File: src/rtl/quad_decoder_pkg.sv
// -----------------------------------------------------------------------------
// quad_decoder_pkg
//   Shared definitions for the quadrature decoder:
//     - phase encoding of the {a,b} pin pair (PH_00..PH_10)
//     - step-delta codes seen when the accepted phase moves (delta_e)
//     - phase_of(): maps a Gray-coded pin pair to its position on the
//       4-phase cycle so that a step is simply a modulo-4 difference.
// -----------------------------------------------------------------------------
package quad_decoder_pkg;

    // Position of each pin pair on the quadrature cycle 00 -> 01 -> 11 -> 10
    localparam logic [1:0] PH_00 = 2'd0;
    localparam logic [1:0] PH_01 = 2'd1;
    localparam logic [1:0] PH_11 = 2'd2;
    localparam logic [1:0] PH_10 = 2'd3;

    // Modulo-4 phase difference between the new and the previously accepted pair
    typedef enum logic [1:0] {
        D_NONE = 2'd0,
        D_UP   = 2'd1,
        D_ILL  = 2'd2,
        D_DN   = 2'd3
    } delta_e;

    function automatic logic [1:0] phase_of(input logic [1:0] ab);
        logic [1:0] ph;
        case (ab)
            2'b00:   ph = PH_00;
            2'b01:   ph = PH_01;
            2'b11:   ph = PH_11;
            2'b10:   ph = PH_10;
            default: ph = PH_00;
        endcase
        return ph;
    endfunction

endpackage

File: src/rtl/quad_decoder_if.sv
// -----------------------------------------------------------------------------
// quad_decoder_if
//   Bundle of the decoder's pin inputs and position outputs.
//     enc_a, enc_b : quadrature phases from the pads (asynchronous)
//     clr          : synchronous clear of pos/pos_gray/err
//     pos          : binary position count
//     pos_gray     : Gray form of pos
//     step         : one-cycle pulse per accepted legal step
//     dir          : direction of the last step (1 = up)
//     err          : sticky illegal-transition flag
//   master: the side that drives pins/clr and observes the count.
//   slave : the decoder itself.
// -----------------------------------------------------------------------------
interface quad_decoder_if #(
    parameter int POS_BITS = 5
);
    logic                enc_a;
    logic                enc_b;
    logic                clr;
    logic [POS_BITS-1:0] pos;
    logic [POS_BITS-1:0] pos_gray;
    logic                step;
    logic                dir;
    logic                err;

    modport master (
        output enc_a, enc_b, clr,
        input  pos, pos_gray, step, dir, err
    );

    modport slave (
        input  enc_a, enc_b, clr,
        output pos, pos_gray, step, dir, err
    );
endinterface

File: src/rtl/quad_decoder_sync_filter.sv
// -----------------------------------------------------------------------------
// quad_decoder_sync_filter
//   Synchroniser + stability filter + accepted-value register for a small
//   group of asynchronous pins.
//   Ports:
//     clk, rst    : clock, asynchronous active-high reset
//     pins_i      : raw asynchronous pins
//     smp_o       : synchronised sample (output of the last sync flop)
//     acc_o       : last accepted value
//     accept_o    : high in the cycle whose clock edge accepts smp_o
//                   (acc_o takes smp_o at that edge)
//     primed_o    : at least one value has been accepted since reset
// -----------------------------------------------------------------------------
module quad_decoder_sync_filter #(
    parameter int WIDTH       = 2,
    parameter int SYNC_STAGES = 2,
    parameter int FILT_LOG2   = 4
) (
    input  logic             clk,
    input  logic             rst,
    input  logic [WIDTH-1:0] pins_i,
    output logic [WIDTH-1:0] smp_o,
    output logic [WIDTH-1:0] acc_o,
    output logic             accept_o,
    output logic             primed_o
);

    localparam logic [FILT_LOG2-1:0] STAB_MAX = {FILT_LOG2{1'b1}};

    logic [SYNC_STAGES-1:0][WIDTH-1:0] sync_q;
    logic [WIDTH-1:0]                  prev_q;
    logic [FILT_LOG2-1:0]              stab_q;
    logic [FILT_LOG2-1:0]              stab_d;
    logic [WIDTH-1:0]                  acc_q;
    logic                              primed_q;
    logic [WIDTH-1:0]                  smp_s;
    logic                              accept_s;

    assign smp_s = sync_q[SYNC_STAGES-1];

    // Stability counter next state and acceptance decision.
    // Acceptance also requires smp == prev: a saturated counter must not
    // let a value that only just appeared through unfiltered.
    always_comb begin
        stab_d   = stab_q;
        accept_s = 1'b0;
        if (smp_s != prev_q) begin
            stab_d = '0;
        end else if (stab_q != STAB_MAX) begin
            stab_d = stab_q + FILT_LOG2'(1);
        end else begin
            stab_d = stab_q;
        end
        if ((stab_q == STAB_MAX) && (smp_s == prev_q) &&
            ((smp_s != acc_q) || !primed_q)) begin
            accept_s = 1'b1;
        end else begin
            accept_s = 1'b0;
        end
    end

    // Synchroniser chain, filter state and accepted-value register.
    always_ff @(posedge clk or posedge rst) begin
        if (rst) begin
            sync_q   <= '0;
            prev_q   <= '0;
            stab_q   <= '0;
            acc_q    <= '0;
            primed_q <= 1'b0;
        end else begin
            sync_q <= {sync_q[SYNC_STAGES-2:0], pins_i};
            prev_q <= smp_s;
            stab_q <= stab_d;
            if (accept_s) begin
                acc_q    <= smp_s;
                primed_q <= 1'b1;
            end
        end
    end

    assign smp_o    = smp_s;
    assign acc_o    = acc_q;
    assign accept_o = accept_s;
    assign primed_o = primed_q;

endmodule

File: src/rtl/quad_decoder.sv
// -----------------------------------------------------------------------------
// quad_decoder
//   Decodes a 2-bit quadrature (Gray) pin pair into a wrapping up/down
//   position count and re-emits it in Gray form.
//   Ports:
//     clk : fabric clock
//     rst : asynchronous active-high reset
//     bus : quad_decoder_if.slave (enc_a/enc_b/clr in; pos/pos_gray/step/
//           dir/err out, all registered)
// -----------------------------------------------------------------------------
module quad_decoder
    import quad_decoder_pkg::*;
#(
    parameter int POS_BITS    = 5,
    parameter int SYNC_STAGES = 2,
    parameter int FILT_LOG2   = 4
) (
    input  logic             clk,
    input  logic             rst,
    quad_decoder_if.slave    bus
);

    logic [1:0]          smp_s;
    logic [1:0]          acc_s;
    logic                accept_s;
    logic                primed_s;
    delta_e              delta_s;

    logic [POS_BITS-1:0] pos_q,  pos_d;
    logic [POS_BITS-1:0] gray_q, gray_d;
    logic [POS_BITS-1:0] pos_step_s;
    logic                step_q, step_d;
    logic                dir_q,  dir_d;
    logic                err_q,  err_d;
    logic                err_step_s;

    quad_decoder_sync_filter #(
        .WIDTH       (2),
        .SYNC_STAGES (SYNC_STAGES),
        .FILT_LOG2   (FILT_LOG2)
    ) u_sync_filter (
        .clk      (clk),
        .rst      (rst),
        .pins_i   ({bus.enc_a, bus.enc_b}),
        .smp_o    (smp_s),
        .acc_o    (acc_s),
        .accept_o (accept_s),
        .primed_o (primed_s)
    );

    assign delta_s = delta_e'(phase_of(smp_s) - phase_of(acc_s));

    // Step decode, clear override and Gray re-encoding of the next position.
    // The priming acceptance only loads acc inside the filter, so it is
    // excluded here by primed_s.
    always_comb begin
        pos_step_s = pos_q;
        err_step_s = err_q;
        step_d     = 1'b0;
        dir_d      = dir_q;
        if (accept_s && primed_s) begin
            case (delta_s)
                D_UP: begin
                    pos_step_s = pos_q + POS_BITS'(1);
                    dir_d      = 1'b1;
                    step_d     = 1'b1;
                end
                D_DN: begin
                    pos_step_s = pos_q - POS_BITS'(1);
                    dir_d      = 1'b0;
                    step_d     = 1'b1;
                end
                D_ILL: begin
                    err_step_s = 1'b1;
                end
                default: begin
                    pos_step_s = pos_q;
                end
            endcase
        end else begin
            step_d = 1'b0;
        end
        pos_d  = bus.clr ? '0   : pos_step_s;
        err_d  = bus.clr ? 1'b0 : err_step_s;
        gray_d = pos_d ^ (pos_d >> 1);
    end

    // Output registers.
    always_ff @(posedge clk or posedge rst) begin
        if (rst) begin
            pos_q  <= '0;
            gray_q <= '0;
            step_q <= 1'b0;
            dir_q  <= 1'b0;
            err_q  <= 1'b0;
        end else begin
            pos_q  <= pos_d;
            gray_q <= gray_d;
            step_q <= step_d;
            dir_q  <= dir_d;
            err_q  <= err_d;
        end
    end

    assign bus.pos      = pos_q;
    assign bus.pos_gray = gray_q;
    assign bus.step     = step_q;
    assign bus.dir      = dir_q;
    assign bus.err      = err_q;

endmodule
File: src/flat_wrapper.sv
// flat-port wrapper written by rule: the top's interface ports become plain ports
module quad_decoder_flat import quad_decoder_pkg::*;
#(
    parameter int POS_BITS    = 5,
    parameter int SYNC_STAGES = 2,
    parameter int FILT_LOG2   = 4
)
  (clk, rst, bus_enc_a, bus_enc_b, bus_clr, bus_pos, bus_pos_gray, bus_step, bus_dir, bus_err);
  quad_decoder_if #(.POS_BITS(POS_BITS)) bus_i ();
  input  logic clk;
  input  logic rst;
  input wire logic [$bits(bus_i.enc_a)-1:0] bus_enc_a;
  input wire logic [$bits(bus_i.enc_b)-1:0] bus_enc_b;
  input wire logic [$bits(bus_i.clr)-1:0] bus_clr;
  output wire logic [$bits(bus_i.pos)-1:0] bus_pos;
  output wire logic [$bits(bus_i.pos_gray)-1:0] bus_pos_gray;
  output wire logic [$bits(bus_i.step)-1:0] bus_step;
  output wire logic [$bits(bus_i.dir)-1:0] bus_dir;
  output wire logic [$bits(bus_i.err)-1:0] bus_err;
  assign bus_i.enc_a = bus_enc_a;
  assign bus_i.enc_b = bus_enc_b;
  assign bus_i.clr = bus_clr;
  assign bus_pos = bus_i.pos;
  assign bus_pos_gray = bus_i.pos_gray;
  assign bus_step = bus_i.step;
  assign bus_dir = bus_i.dir;
  assign bus_err = bus_i.err;
  quad_decoder #(.POS_BITS(POS_BITS), .SYNC_STAGES(SYNC_STAGES), .FILT_LOG2(FILT_LOG2)) u_core (.clk(clk), .rst(rst), .bus(bus_i));
endmodule
File: config.mk
export PLATFORM = sky130hd
export DESIGN_NAME = quad_decoder_flat
export DESIGN_NICKNAME = d
export VERILOG_FILES = /design/src/rtl/quad_decoder_pkg.sv /design/src/rtl/quad_decoder_if.sv /design/src/rtl/quad_decoder_sync_filter.sv /design/src/rtl/quad_decoder.sv /design/src/flat_wrapper.sv
export SDC_FILE = /design/constraint.sdc
export NUM_CORES = 1
export LEC_CHECK = 0
export BUFFER_PORTS_ARGS = -buffer_cell sky130_fd_sc_hd__buf_4
export CELL_PAD_IN_SITES_DETAIL_PLACEMENT = 1
export CELL_PAD_IN_SITES_GLOBAL_PLACEMENT = 1
export CORE_ASPECT_RATIO = 0.6
export CORE_MARGIN = 1.5
export CORE_UTILIZATION = 40
export DETAILED_ROUTE_END_ITERATION = 6
export MAX_ROUTING_LAYER = met4
export PLACE_DENSITY_LB_ADDON = 0.1
export SYNTH_ARGS = -nofsm -noshare
export SYNTH_HDL_FRONTEND = slang
export SYNTH_HIERARCHICAL = 1
export SYNTH_SLANG_ARGS = --single-unit
File: constraint.sdc
create_clock -name clk -period 4.8 [get_ports clk]
set_clock_uncertainty 0.05 [all_clocks]
set_input_delay 0.24 -clock clk [delete_from_list [all_inputs] [get_ports clk]]
set_output_delay 0.24 -clock clk [all_outputs]
set_load 0.03 [all_outputs]
After elaboration in Yosys (flattened, before gate mapping)
Index checks and enable logic that the tools add are counted.

Bits in registers: 26. Bits of input ports: 5. Word-level logic and storage cells: 58.

$add $sub $neg: 4. Equal/unequal tests: 14. Mux-type cells: 14. Bitwise operators: 1. Reductions and logical operators: 14.

Operators with widths (number): case mux 2 bit (4 select lines) (2); == test 2 bit (second input constant) (6); two-way mux 5 bit (2); case mux 5 bit (2 select lines) (1); two-way mux 4 bit (2); nonzero test 2 bit (4); == test 2 x 1 -> 1 bit (second input constant) (3); two-way mux 1 bit (6); adder 5 x 1 -> 5 bit (second input constant) (1); subtractor 5 x 1 -> 5 bit (second input constant) (1); XOR 5 x 4 -> 5 bit (1); adder 4 x 1 -> 4 bit (second input constant) (1); == test 4 bit (second input constant) (1); zero test 2 bit (2); inequality test 2 bit (2); inequality test 4 bit (second input constant) (1); AND reduction 2 bit (2); logical AND 1 bit (3); == test 2 bit (1); case mux 1 bit (2 select lines) (1); OR reduction 2 bit (1); subtractor 2 bit (1); zero test 1 bit (1); logical OR 1 bit (1).

Logic depth before layout (Yosys ltp)
Gate-level depths: netlist of run 1.

Depth after elaboration: 8. Mapped depth: 15. Mapped depth without buffers: 14.

Hierarchy
The synthesis of run 1 kept the hierarchy.

By module, submodules not included: quad_decoder (instances 1, cells an instance 67, area each 730.7 um^2); quad_decoder_sync_filter (instances 1, cells an instance 40, area each 520.5 um^2).

Worst setup path before layout of run 1
OpenSTA, ideal clock, no wires.

Path kind: register to register. Start point: reg u_core.u_sync_filter.sync_q, in the netlist u_core/u_sync_filter/smp_o[0]. End point: reg u_core.gray_q[1], in the netlist u_core/bus.pos_gray[1]. Library setup time: 130 ps. Data arrival time: 2860 ps. Required time: 4620 ps. Setup slack: 1760 ps. Cell stages (with the launch flop): 15. Clock period less this slack: 3040 ps. Cell sequence: dfrtp_1 > buf_4 > inv_1 > ha_1 > inv_1 > ha_1 > xnor3_2 > nor2_1 > xor2_1 > ha_1 > or3_1 > mux2i_1 > xor2_1 > xor2_1 > nor2_1.

Word-level cells in the longest chain between the ends: 8. Elaborated cells between the ends (all ways): 19. Classes of those cells: 1 x add/sub; 7 x eq/ne; 5 x mux; 1 x bitwise; 5 x reduce/logical.

RTL lines: start: declaration (line quad_decoder_sync_filter.sv:30) `logic [SYNC_STAGES-1:0][WIDTH-1:0] sync_q;`; start signal: assignment (line quad_decoder_sync_filter.sv:71) `sync_q <= {sync_q[SYNC_STAGES-2:0], pins_i};`; == test 2 bit, or another cell as far along (line quad_decoder_pkg.sv:27) `case (ab)`; case mux 2 bit (4 select lines), or another cell as far along (line quad_decoder_pkg.sv:27); subtractor 2 bit / logical AND 1 bit (equally long branches) (line quad_decoder.sv:51, quad_decoder_sync_filter.sv:54); == test 2 bit, or another cell as far along (line quad_decoder.sv:62) `case (delta_s)`; case mux 5 bit (2 select lines) / logical AND 1 bit (equally long branches) (line quad_decoder.sv:62, quad_decoder.sv:61); two-way mux 5 bit (*) (line quad_decoder.sv:61) `if (accept_s && primed_s) begin`; two-way mux 5 bit (*) (line quad_decoder.sv:83) `pos_d = bus.clr ? '0 : pos_step_s;`; XOR 5 x 4 -> 5 bit (*) (line quad_decoder.sv:85) `gray_d = pos_d ^ (pos_d >> 1);`; net u_core.gray_d[1] (line quad_decoder.sv:30) `logic [POS_BITS-1:0] gray_q, gray_d;`; end signal: assignment (line quad_decoder.sv:98) `gray_q <= gray_d;`; end: declaration (line quad_decoder.sv:30).

Mark *: on every way through the listed nets, which the timed path passes. The rest lies on a longest branch. A chain may end at the register's enable or synchronous reset.

Worst setup path after layout of run 1
Same ends and word-level chain as after synthesis.

==> results of run 1 <==
-- state kept, by name (all words and copies together) (netlist names), 2 cells and up --
| name | count |
|---|---|
| u_core/u_sync_filter/prev_q | 2 |
| u_core/bus.pos | 4 |
| u_core/bus.pos_gray | 5 |
| u_core/u_sync_filter/stab_q | 4 |
| u_core/u_sync_filter/acc_o | 2 |
| u_core/u_sync_filter/smp_o | 2 |
| u_core/u_sync_filter/sync_q | 2 |
-- metrics by stage --
step / setup WS [ns] / cells / power [mW] / cell area [um2]
6_report: 1.458 / 168 / 0.3756 / 1475
5_1_grt: 1.152 / 168 / 0.3964 / 1475
4_1_cts: 1.436 / 167 / 0.3829 / 1465
3_5_place_dp: 1.484 / 162 / 0.2488 / 1405
3_3_place_gp: 1.602 / 162 / 0.2470 / 1405
2_1_floorplan: 1.760 / 107 / 0.2411 / 1251
-- synth_stat cells (all sizes together), types with 2 or more instances --
library cell  number  area [um2]
mux2               2       30.03
xor2               6       60.06
buf                3       22.52
ha                 9       112.6
dfrtp             25       625.6
mux2i              5       50.05
xnor2              8       70.07
o21bai             2       18.77
nor2              13       48.80
nand2              5       18.77
inv                9       33.78
nand4              2       12.51
nand3              2       10.01
nor2b              2       12.51
-- worst reg2reg max path, delay by kind of cell, from the launching register on --
family | cells | cell delay [ns]
adder cells (fa/ha/maj) | 3 | 0.67
AND/OR/NAND/NOR | 3 | 0.57
multiplexers | 1 | 0.21
XOR/XNOR | 4 | 1.09
buffers and inverters | 2 | 0.16
flip-flops | 1 | 0.48
-- placed cells by master (no fill, tap or decap) --
master          n
dfrtp_1        25
buf_4          17
nor2_1         13
inv_1           9
ha_1            9
xnor2_1         8
xor2_1          5
mux2i_1         5
nand2_1         5
clkbuf_8        3
dlygate4sd3_1   2
nand4_1         2
nor2b_1         2
nand3_1         2
mux2_4          2
inv_6           1
o21bai_2        1
o21bai_1        1
xnor3_2         1
nand3b_4        1
or4_1           1
xor2_2          1
or3_1           1
nor4_1          1
a41oi_1         1
o21ai_0         1
a311oi_1        1
and3b_2         1
a31oi_1         1
a211oi_1        1
nor3_1          1
or2_2           1
-- routing by layer --
layer,track usage,wire (um),vias to the layer above
li1,-,-,391
met1,0.2452,1213,402
met2,0.2637,1078,16
met3,0.05252,112,4
met4,0.05357,27,0
met5,-,0,-
-- power by group --
part           internal, mW  switching, mW
Sequential            0.215        0.00460
Combinational        0.0114         0.0147
Clock                0.0608         0.0695
Total                 0.287         0.0888
-- worst max path at each step --
stage / endpoint / cells past startpoint / slack, ns / from
floorplan: u_core/bus.pos_gray[1] / 14 / 1.76 / u_core/u_sync_filter/smp_o[0]
global placement: u_core/bus.pos_gray[1] / 13 / 1.60 / u_core/u_sync_filter/smp_o[0]
global route: u_core/bus.pos_gray[1] / 13 / 1.15 / u_core/u_sync_filter/smp_o[0]
CTS: u_core/bus.pos_gray[1] / 13 / 1.44 / u_core/u_sync_filter/smp_o[1]
detailed placement: u_core/bus.pos_gray[1] / 13 / 1.48 / u_core/u_sync_filter/smp_o[1]
finish: u_core/bus.pos_gray[1] / 13 / 1.46 / u_core/u_sync_filter/smp_o[0]
-- cells by family (layout without fill, tap and decap cells) --
logic type      count (synthesis)  after routing  share of synthesized area
compound gates                  7              7                    0.04401
fa+ha+maj                       9              9                    0.09000
mux                             7              7                    0.06400
buf+inv                        13             32                    0.04799
simple gates                   31             31                     0.1310
xor+xnor                       15             15                     0.1230
flops                          25             25                     0.5000
-- cell type report --
| cell class | instances | area share |
|---|---|---|
| clock buffer | 3 | 0.02799 |
| clock inverter | 1 | 0.005937 |
| inverter | 9 | 0.02290 |
| multi-input combinational | 69 | 0.3834 |
| sequential | 25 | 0.4241 |
| tap | 42 | 0.03562 |
| timing repair buffer | 19 | 0.1001 |
==> impl_metrics.json, run 1 <==
{
  "status": "completed",
  "yosysWarnings": 6,
  "place.gp.congestion": 0.7526,
  "area_delta_synth_final_pct": 17.90,
  "cts_buffers": 3,
  "syn_inst": 107,
  "clock-sinks": 25,
  "crit_fanout": 6,
  "num_rows": 15,
  "die_area_um2": 3484,
  "r2r_cells": 13,
  "maxCapViolCount": 0,
  "syn_nets": 121,
  "insertion_delay_ns": 0.27,
  "synth_edf_count": 0,
  "r2r_start": "u_core/u_sync_filter/smp_o[0]",
  "fmax_mhz": 299.2,
  "dp_hpwl_um": 1933,
  "finalMaxSlewViolations": 0,
  "crit_buf_inv": 2,
  "drc": 0,
  "start_util": 0.4274,
  "die_w_um": 75.21,
  "antenna_found_initial": 0,
  "globalRouteTotalUtil": 0.1806,
  "diodes": 0,
  "cts_resized": 0,
  "num_vias": 813,
  "postRouteAntennaNets": 0,
  "startpoint_type": "register",
  "grt_pass1_wl_um": 4174,
  "cts-root-buf": "clkbuf_8",
  "max_slew_margin": 0.6067,
  "multiInputGateArea_um2": 565.5,
  "drive_gt1_frac": 0.2302,
  "hold_buffers": 1,
  "final_core_util": 0.5038,
  "netlist-cell-type-count": 30,
  "leakagePower_nw": 0.8123,
  "hold_violations": 0,
  "min_period_ns": 3.342,
  "grt_overflow": 0,
  "fillers": 324,
  "grt_pass1_vias": 820,
  "fin_setup_tns_ns": 0,
  "port_buffers": 17,
  "post-route-period-util": 0.6963,
  "whs_ns": 0.01744,
  "path_delay_family": "XOR/XNOR gates",
  "worstSetupEndpointType": "register",
  "synth_ff_type": "dfrtp_1",
  "ys_ff_latch": 25,
  "required_ns": 4.92,
  "min-delay-path-class": "in -> reg",
  "hold_depth": 1,
  "regArea_um2": 625.6,
  "vdd_ir_drop_max_mv": 0.2017,
  "yosysSeqAreaShare": 0.5000,
  "setup-violations-final": 0,
  "wl_um": 2432,
  "grt_max_degree": 17,
  "drt_iter0_drc": 28,
  "holdPathEnd": "u_core/u_sync_filter/sync_q[0]",
  "post_cts_buffers": 0,
  "htreeDepth": 1,
  "ioPinCount": 18,
  "tightest_slew_ns": 0.5860,
  "r2r_setup_slack_ns": 1.46,
  "path_cells": "inv_1 -> ha_1 -> inv_1 -> ha_1 -> xnor3_2 -> nor2_1 -> xor2_1 -> ha_1 -> or3_1 -> mux2i_1 -> xor2_1 -> xor2_1 -> nor2_1",
  "rsz0062_at_grt": "no",
  "ys_async_sr_fraction": 1.000,
  "viasPerCell": 4.839,
  "clk_path_buf_depth": 2,
  "syn_area_per_cell_um2": 11.69,
  "drtPass1Iterations": 4,
  "rr_endpoint": "u_core/bus.pos_gray[1]",
  "syn_area_um2": 1251,
  "cts_tree": "done",
  "wl_per_cell_um": 14.48,
  "max_stage_delay_ns": 0.48,
  "critPathKind": "reg -> reg",
  "core_area_um2": 2928,
  "clk_pin_slew_ns": 0.09,
  "power_density_nw_per_um2": 254.6,
  "min_from": "bus_enc_b",
  "die_h_um": 46.32,
  "nNetsFinal": 141,
  "cpMaxStageDelayCell": "dfrtp_1",
  "arrival_ns": 3.46
}
Note: power is estimated with default switching activity, not from simulation.
==> run 2: changes to the inputs <==
Settings changed: ABC_AREA from default to 1.
Clock period 4.8 ns to 3.4 ns, I/O delays scaled along.
==> run 2 against run 1 <==
Worst hold slack improved by 0.029 ns. Power increased by 41%. Critical endpoint is now u_core/bus.pos_gray[2]. Sequential cell count unchanged. Non-clock buffer count rose by 1. Sequential share of layout area shrank 5.5 points.
==> impl_metrics.json, run 2 <==
{
  "worst_path_most_repeated_cell": "nand2_1",
  "final_core_util": 0.5041,
  "viasPerCell": 4.845,
  "tightest_slew_ns": 0.4918,
  "syn_area_um2": 1459,
  "num_rows": 16,
  "clk_path_buf_depth": 2,
  "ys_async_sr_fraction": 1.000,
  "worstSetupEndpointType": "register",
  "drt_iter0_drc": 48,
  "vdd_ir_drop_max_mv": 0.2603,
  "die_h_um": 49.78,
  "maxCapViolCount": 0,
  "clk_pin_slew_ns": 0.08,
  "post-route-period-util": 0.8554,
  "fmax_mhz": 343.8,
  "min-delay-path-class": "in -> reg",
  "drive_gt1_frac": 0.2000,
  "clock-sinks": 25,
  "setup-violations-final": 0,
  "final_cell_mix": "nand2_1 (40), inv_1 (33), dfrtp_1 (25)",
  "path_cells": "inv_1 -> ha_1 -> inv_1 -> ha_1 -> inv_1 -> nand2_1 -> nand2_1 -> nand2_1 -> nand2_2 -> nand3_2 -> nand2_1 -> inv_1 -> ha_1 -> inv_1 -> nand2_2 -> xnor2_1 -> nand2_1 -> nand2_1 -> inv_1 -> nand2_1 -> nand2_1",
  "cts-root-buf": "clkbuf_8",
  "final_common_cell": "nand2_1",
  "core_area_um2": 3363,
  "cts_tree": "done",
  "critPathKind": "reg -> reg",
  "grt_pass1_vias": 1233,
  "num_vias": 1187,
  "yosysTopAreaCellShare": 0.4288,
  "start_util": 0.4338,
  "wl_um": 3442,
  "netlist-cell-type-count": 23,
  "finalMaxSlewViolations": 0,
  "grt.busiest_layer": "met2",
  "synth_ff_type": "dfrtp_1",
  "grt_pass1_wl_um": 5733,
  "met1_usage": 0.2896,
  "place.gp.congestion": 0.8242,
  "arrival_ns": 3.02,
  "die_area_um2": 4030,
  "placed_area_um2": 1620,
  "pre_cts_ws_ns": 0.4933,
  "syn_area_per_cell_um2": 8.150,
  "power_density_nw_per_um2": 312.4,
  "rsz0062_at_grt": "no",
  "fin_setup_tns_ns": 0,
  "leakagePower_nw": 0.9042,
  "synth.area.top_cells": "dfrtp_1 (43%), nand2_1 (10%), inv_1 (8.5%)",
  "yosysMostFrequentCell": "nand2_1",
  "max_slew_margin": 0.6718,
  "netlist_top_cells_count": "nand2_1 (40), inv_1 (33), dfrtp_1 (25)",
  "required_ns": 3.51,
  "ioPinCount": 18,
  "htreeDepth": 1,
  "antenna_found_initial": 0,
  "synth_edf_count": 0,
  "ys_ff_latch": 25,
  "drc": 0,
  "syn_inst": 179,
  "syn_nets": 193,
  "nNetsFinal": 215,
  "max_stage_delay_ns": 0.49,
  "status": "completed",
  "globalRouteTotalUtil": 0.1963,
  "finalPower_mw": 0.5296,
  "synth_area_leader_cell": "dfrtp_1",
  "wl_per_cell_um": 14.05,
  "cpMaxStageDelayCell": "dfrtp_1",
  "grt_max_degree": 14,
  "drtPass1Iterations": 4,
  "met2_usage": 0.2903,
  "postRouteAntennaNets": 0,
  "port_buffers": 17,
  "crit_fanout": 8,
  "grt.met3_usage": 0.02222,
  "layout_setup_ws_ns": 0.4915,
  "insertion_delay_ns": 0.26,
  "min_period_ns": 2.909,
  "yosysSeqAreaShare": 0.4288,
  "startpoint_type": "register",
  "hold_violations": 0,
  "yosysWarnings": 6,
  "area_delta_synth_final_pct": 16.21,
  "dp_hpwl_um": 2832,
  "finalInstanceArea_um2": 1695,
  "cts_buffers": 3,
  "diodes": 0,
  "die_w_um": 80.97,
  "grt_overflow": 0,
  "largest_reg_flops": 5
}
## run 2: cell count changes in the layout (fill, tap and decap cells not counted), moves of 4 or more
cell / previous run / this run
nand3_1: 2 / 13
nand2_2: 0 / 7
mux2i_1: 5 / 0
nand3_2: 0 / 4
a21oi_1: 0 / 6
inv_1: 9 / 33
xnor2_1: 8 / 4
o21ai_0: 1 / 6
nand2_1: 5 / 40
## run 2: worst paths after layout
path / depth (start not counted) / slack, ns / from / to
max in group asynchronous: 3 / 2.52 / rst / u_core/u_sync_filter/stab_q[1]
hold / removal: 2 / 0.05 / bus_clr / u_core/bus.err
setup reg to reg: 21 / 0.49 / u_core/u_sync_filter/smp_o[0] / u_core/bus.pos_gray[2]
setup / recovery: 21 / 0.49 / u_core/u_sync_filter/smp_o[0] / u_core/bus.pos_gray[2]
min in group asynchronous: 3 / 0.42 / rst / u_core/bus.pos[3]
hold reg to reg: 0 / 0.30 / u_core/u_sync_filter/sync_q[0] / u_core/u_sync_filter/smp_o[0]
## run 2: area by class of cell
class,instances,area (um2)
Timing Repair Buffer,20,157.7
Inverter,35,131.4
Multi-Input combinational cell,116,679.4
Tap cell,45,56.30
Fill cell,417,1668
Clock buffer,4,45.04
Sequential cell,25,625.6
## run 2: through the flow
stage,instances,hold WS [ns]
6_report,245,0.04621
4_1_cts,245,0.04388
2_1_floorplan,179,-0.01530
3_5_place_dp,238,0.1713
3_3_place_gp,238,0.1598
5_1_grt,245,0.03738
## run 2: timing repair
| item | in CTS | in global routing |
|---|---|---|
| endpoints found under the hold margin | 27 | 0 |
| gates resized for setup | 0 | 0 |
| hold buffers | 3 | 0 |
| buffers inserted | 0 | 0 |
## run 2: cells by family (layout without fill, tap and decap cells)
family / after synthesis / in the layout / share of synthesized area
AO/OA/AOI/OAI: 14 / 14 / 0.04974
AND/OR/NAND/NOR: 86 / 86 / 0.2967
flip-flops: 25 / 25 / 0.4288
XOR/XNOR: 7 / 7 / 0.04202
adder cells (fa/ha/maj): 9 / 9 / 0.07719
buffers and inverters: 38 / 59 / 0.1055
## run 2: metal layers
layer  vias to the layer above  share of wire  wire length (um)
met5                         -              0                 0
met4                         0              0                 0
met3                         0          0.046               160
met2                        21           0.44              1518
met1                       570           0.51              1764
li1                        596              -                 -
## run 2: critical path: cells and delay by family (launching register included)
family        cells  cell delay, ns
simple gates     11            0.95
fa+ha+maj         3            0.69
flops             1            0.49
buf+inv           6            0.45
xor+xnor          1            0.18
## run 2: where the power goes
group / switching (mW) / internal, mW / total, mW / leakage [nW]
Clock: 0.0858 / 0.0836 / 0.169 / 0.0228
Sequential: 0.00517 / 0.302 / 0.307 / 0.335
Combinational: 0.0338 / 0.0193 / 0.0531 / 0.547
==> run 3: changes to the inputs <==
Settings changed: ABC_AREA 1 to 0, CTS_CLUSTER_DIAMETER from default to 50.
==> run 3 against run 2 <==
Sequential cell count unchanged. Worst setup slack lost 0.19 ns. Utilization is 0.70 points higher. Combinational power is 20% lower. Wire length down 26%. Power shrank 1.0%. Clock-buffer cell count down 1. Final cell count down 30%. Design area fell by 12%. Register-to-register slack lost 0.19 ns. First-iteration DRC count fell by 40%. Sequential share of layout area is 4.9 points higher.
==> impl_metrics.json, run 3 (synthesis results as in run 1) <==
{
  "status": "completed",
  "num_rows": 15,
  "die_area_um2": 3484,
  "final_common_cell": "dfrtp_1",
  "rsz0062_at_grt": "no",
  "power_switching_share": 0.2307,
  "start_util": 0.4274,
  "finalPower_mw": 0.5240,
  "area_delta_synth_final_pct": 19.60,
  "final_core_util": 0.5111,
  "vdd_ir_drop_max_mv": 0.2128,
  "arrival_ns": 3.22,
  "fin_setup_tns_ns": 0,
  "die_h_um": 46.32,
  "insertion_delay_ns": 0.27,
  "largest_reg_flops": 5,
  "wl_per_cell_um": 14.84,
  "dp_hpwl_um": 1975,
  "tightest_slew_ns": 0.5576,
  "globalRouteTotalUtil": 0.1750,
  "port_buffers": 17,
  "antenna_found_initial": 0,
  "fmax_mhz": 322.3,
  "die_w_um": 75.21,
  "leakagePower_nw": 0.8254,
  "setup-violations-final": 0,
  "p_seq_frac": 0.586,
  "htreeDepth": 1,
  "critPathKind": "reg -> reg",
  "crit_fanout": 5,
  "combPwrFrac": 0.081,
  "grt_max_degree": 15,
  "whs_ns": 0.08831,
  "drt_iter0_drc": 29,
  "cpMaxStageDelayCell": "dfrtp_1",
  "postRouteAntennaNets": 0,
  "hold_violations": 0,
  "place.gp.congestion": 0.7916,
  "drive_gt1_frac": 0.2403,
  "max_slew_margin": 0.6258,
  "post-route-period-util": 0.9126,
  "path_cells": "inv_1 -> ha_1 -> ha_1 -> xnor3_2 -> nor2_1 -> xor2_1 -> ha_1 -> or3_1 -> mux2i_1 -> xor2_1 -> xor2_1 -> nor2_1",
  "cts-root-buf": "clkbuf_8",
  "finalMaxSlewViolations": 0,
  "grt_overflow": 0,
  "clkPwrFrac": 0.334,
  "diodes": 0,
  "num_vias": 818,
  "clk_pin_slew_ns": 0.09,
  "wl_um": 2537,
  "drtPass1Iterations": 4,
  "min-delay-path-class": "in -> reg",
  "cts_buffers": 3,
  "final_cell_mix": "dfrtp_1 (25), buf_4 (19), nor2_1 (13)",
  "grt_pass1_wl_um": 4112,
  "cts_tree": "done",
  "power_switching_mw": 0.1209,
  "required_ns": 3.51,
  "clk_path_buf_depth": 2,
  "grt_pass1_vias": 824,
  "drc": 0,
  "ioPinCount": 18,
  "crit_buf_inv": 1,
  "nNetsFinal": 144,
  "internal_power_mw": 0.4031,
  "path_delay_family": "XOR/XNOR gates",
  "post_cts_buffers": 0,
  "min_period_ns": 3.103,
  "max_stage_delay_ns": 0.45,
  "startpoint_type": "register",
  "worstSetupEndpointType": "register",
  "maxCapViolCount": 0,
  "power_density_nw_per_um2": 350.2,
  "viasPerCell": 4.784,
  "clock-sinks": 25,
  "core_area_um2": 2928
}
[run 3: cell types whose count changed in the layout (fill, tap and decap cells not counted), sizes merged, moves of 3 or more]
cell and delta:
a21oi -6, xnor2 +4, xor2 +3, nand2 -44, mux2i +5, nand3 -16
o21ai -6, inv -26
[run 3: path summary, 6_finish.rpt]
kind	slack, ns	from	end	cells after the start
max	0.30	u_core/u_sync_filter/acc_o[1]	u_core/bus.pos_gray[1]	12
min	0.09	bus_clr	u_core/bus.pos_gray[2]	2
max reg2reg	0.30	u_core/u_sync_filter/acc_o[1]	u_core/bus.pos_gray[1]	12
min reg2reg	0.31	u_core/u_sync_filter/sync_q[0]	u_core/u_sync_filter/smp_o[0]	0
max in group asynchronous	2.51	rst	u_core/u_sync_filter/primed_o	3
min in group asynchronous	0.43	rst	u_core/bus.pos_gray[0]	3
[run 3: worst reg2reg max path, delay by kind of cell (launching register included)]
| kind | cells | cell delay, ns |
|---|---|---|
| xor+xnor | 4 | 1.03 |
| fa+ha+maj | 3 | 0.69 |
| buf+inv | 1 | 0.07 |
| flops | 1 | 0.45 |
| mux | 1 | 0.17 |
| simple gates | 3 | 0.55 |
[run 3: layout make-up]
type,instances,area [um2]
fill,329,1431
clock inverter,1,5.005
timing repair buffer,22,172.7
sequential,25,625.6
inverter,9,33.78
tap,42,52.55
clock buffer,3,41.29
multi-input combinational,69,565.5
[run 3: metrics by stage]
| stage | area (um2) | worst slack, ns | cells |
|---|---|---|---|
| 2_1_floorplan | 1251 | 0.3597 | 107 |
| 4_1_cts | 1496 | 0.2759 | 171 |
| 5_1_grt | 1496 | 0.03256 | 171 |
| 3_3_place_gp | 1420 | 0.3633 | 164 |
| 6_report | 1496 | 0.2970 | 171 |
| 3_5_place_dp | 1420 | 0.3112 | 164 |
[run 3: layer usage]
layer	GRT usage	routed length, um
met1	0.2514	1350
met2	0.2460	1079
met3	0.05252	98
met4	0.03214	8
met5	-	0
[run 3: power by group through the flow]
stage / combinational (mW) / sequential (mW) / clock [mW]
after floorplan: 0.0274 / 0.313 / 0
after global placement: 0.0389 / 0.312 / 0
after detailed placement: 0.0406 / 0.313 / 0
after CTS: 0.0433 / 0.307 / 0.182
after global routing: 0.0481 / 0.308 / 0.196
final: 0.0423 / 0.307 / 0.175
[run 3: repair_timing]
| item | CTS | global route |
|---|---|---|
| hold buffers | 3 | 0 |
| hold endpoints to repair | 27 | 0 |
| gates resized for setup | 0 | 0 |
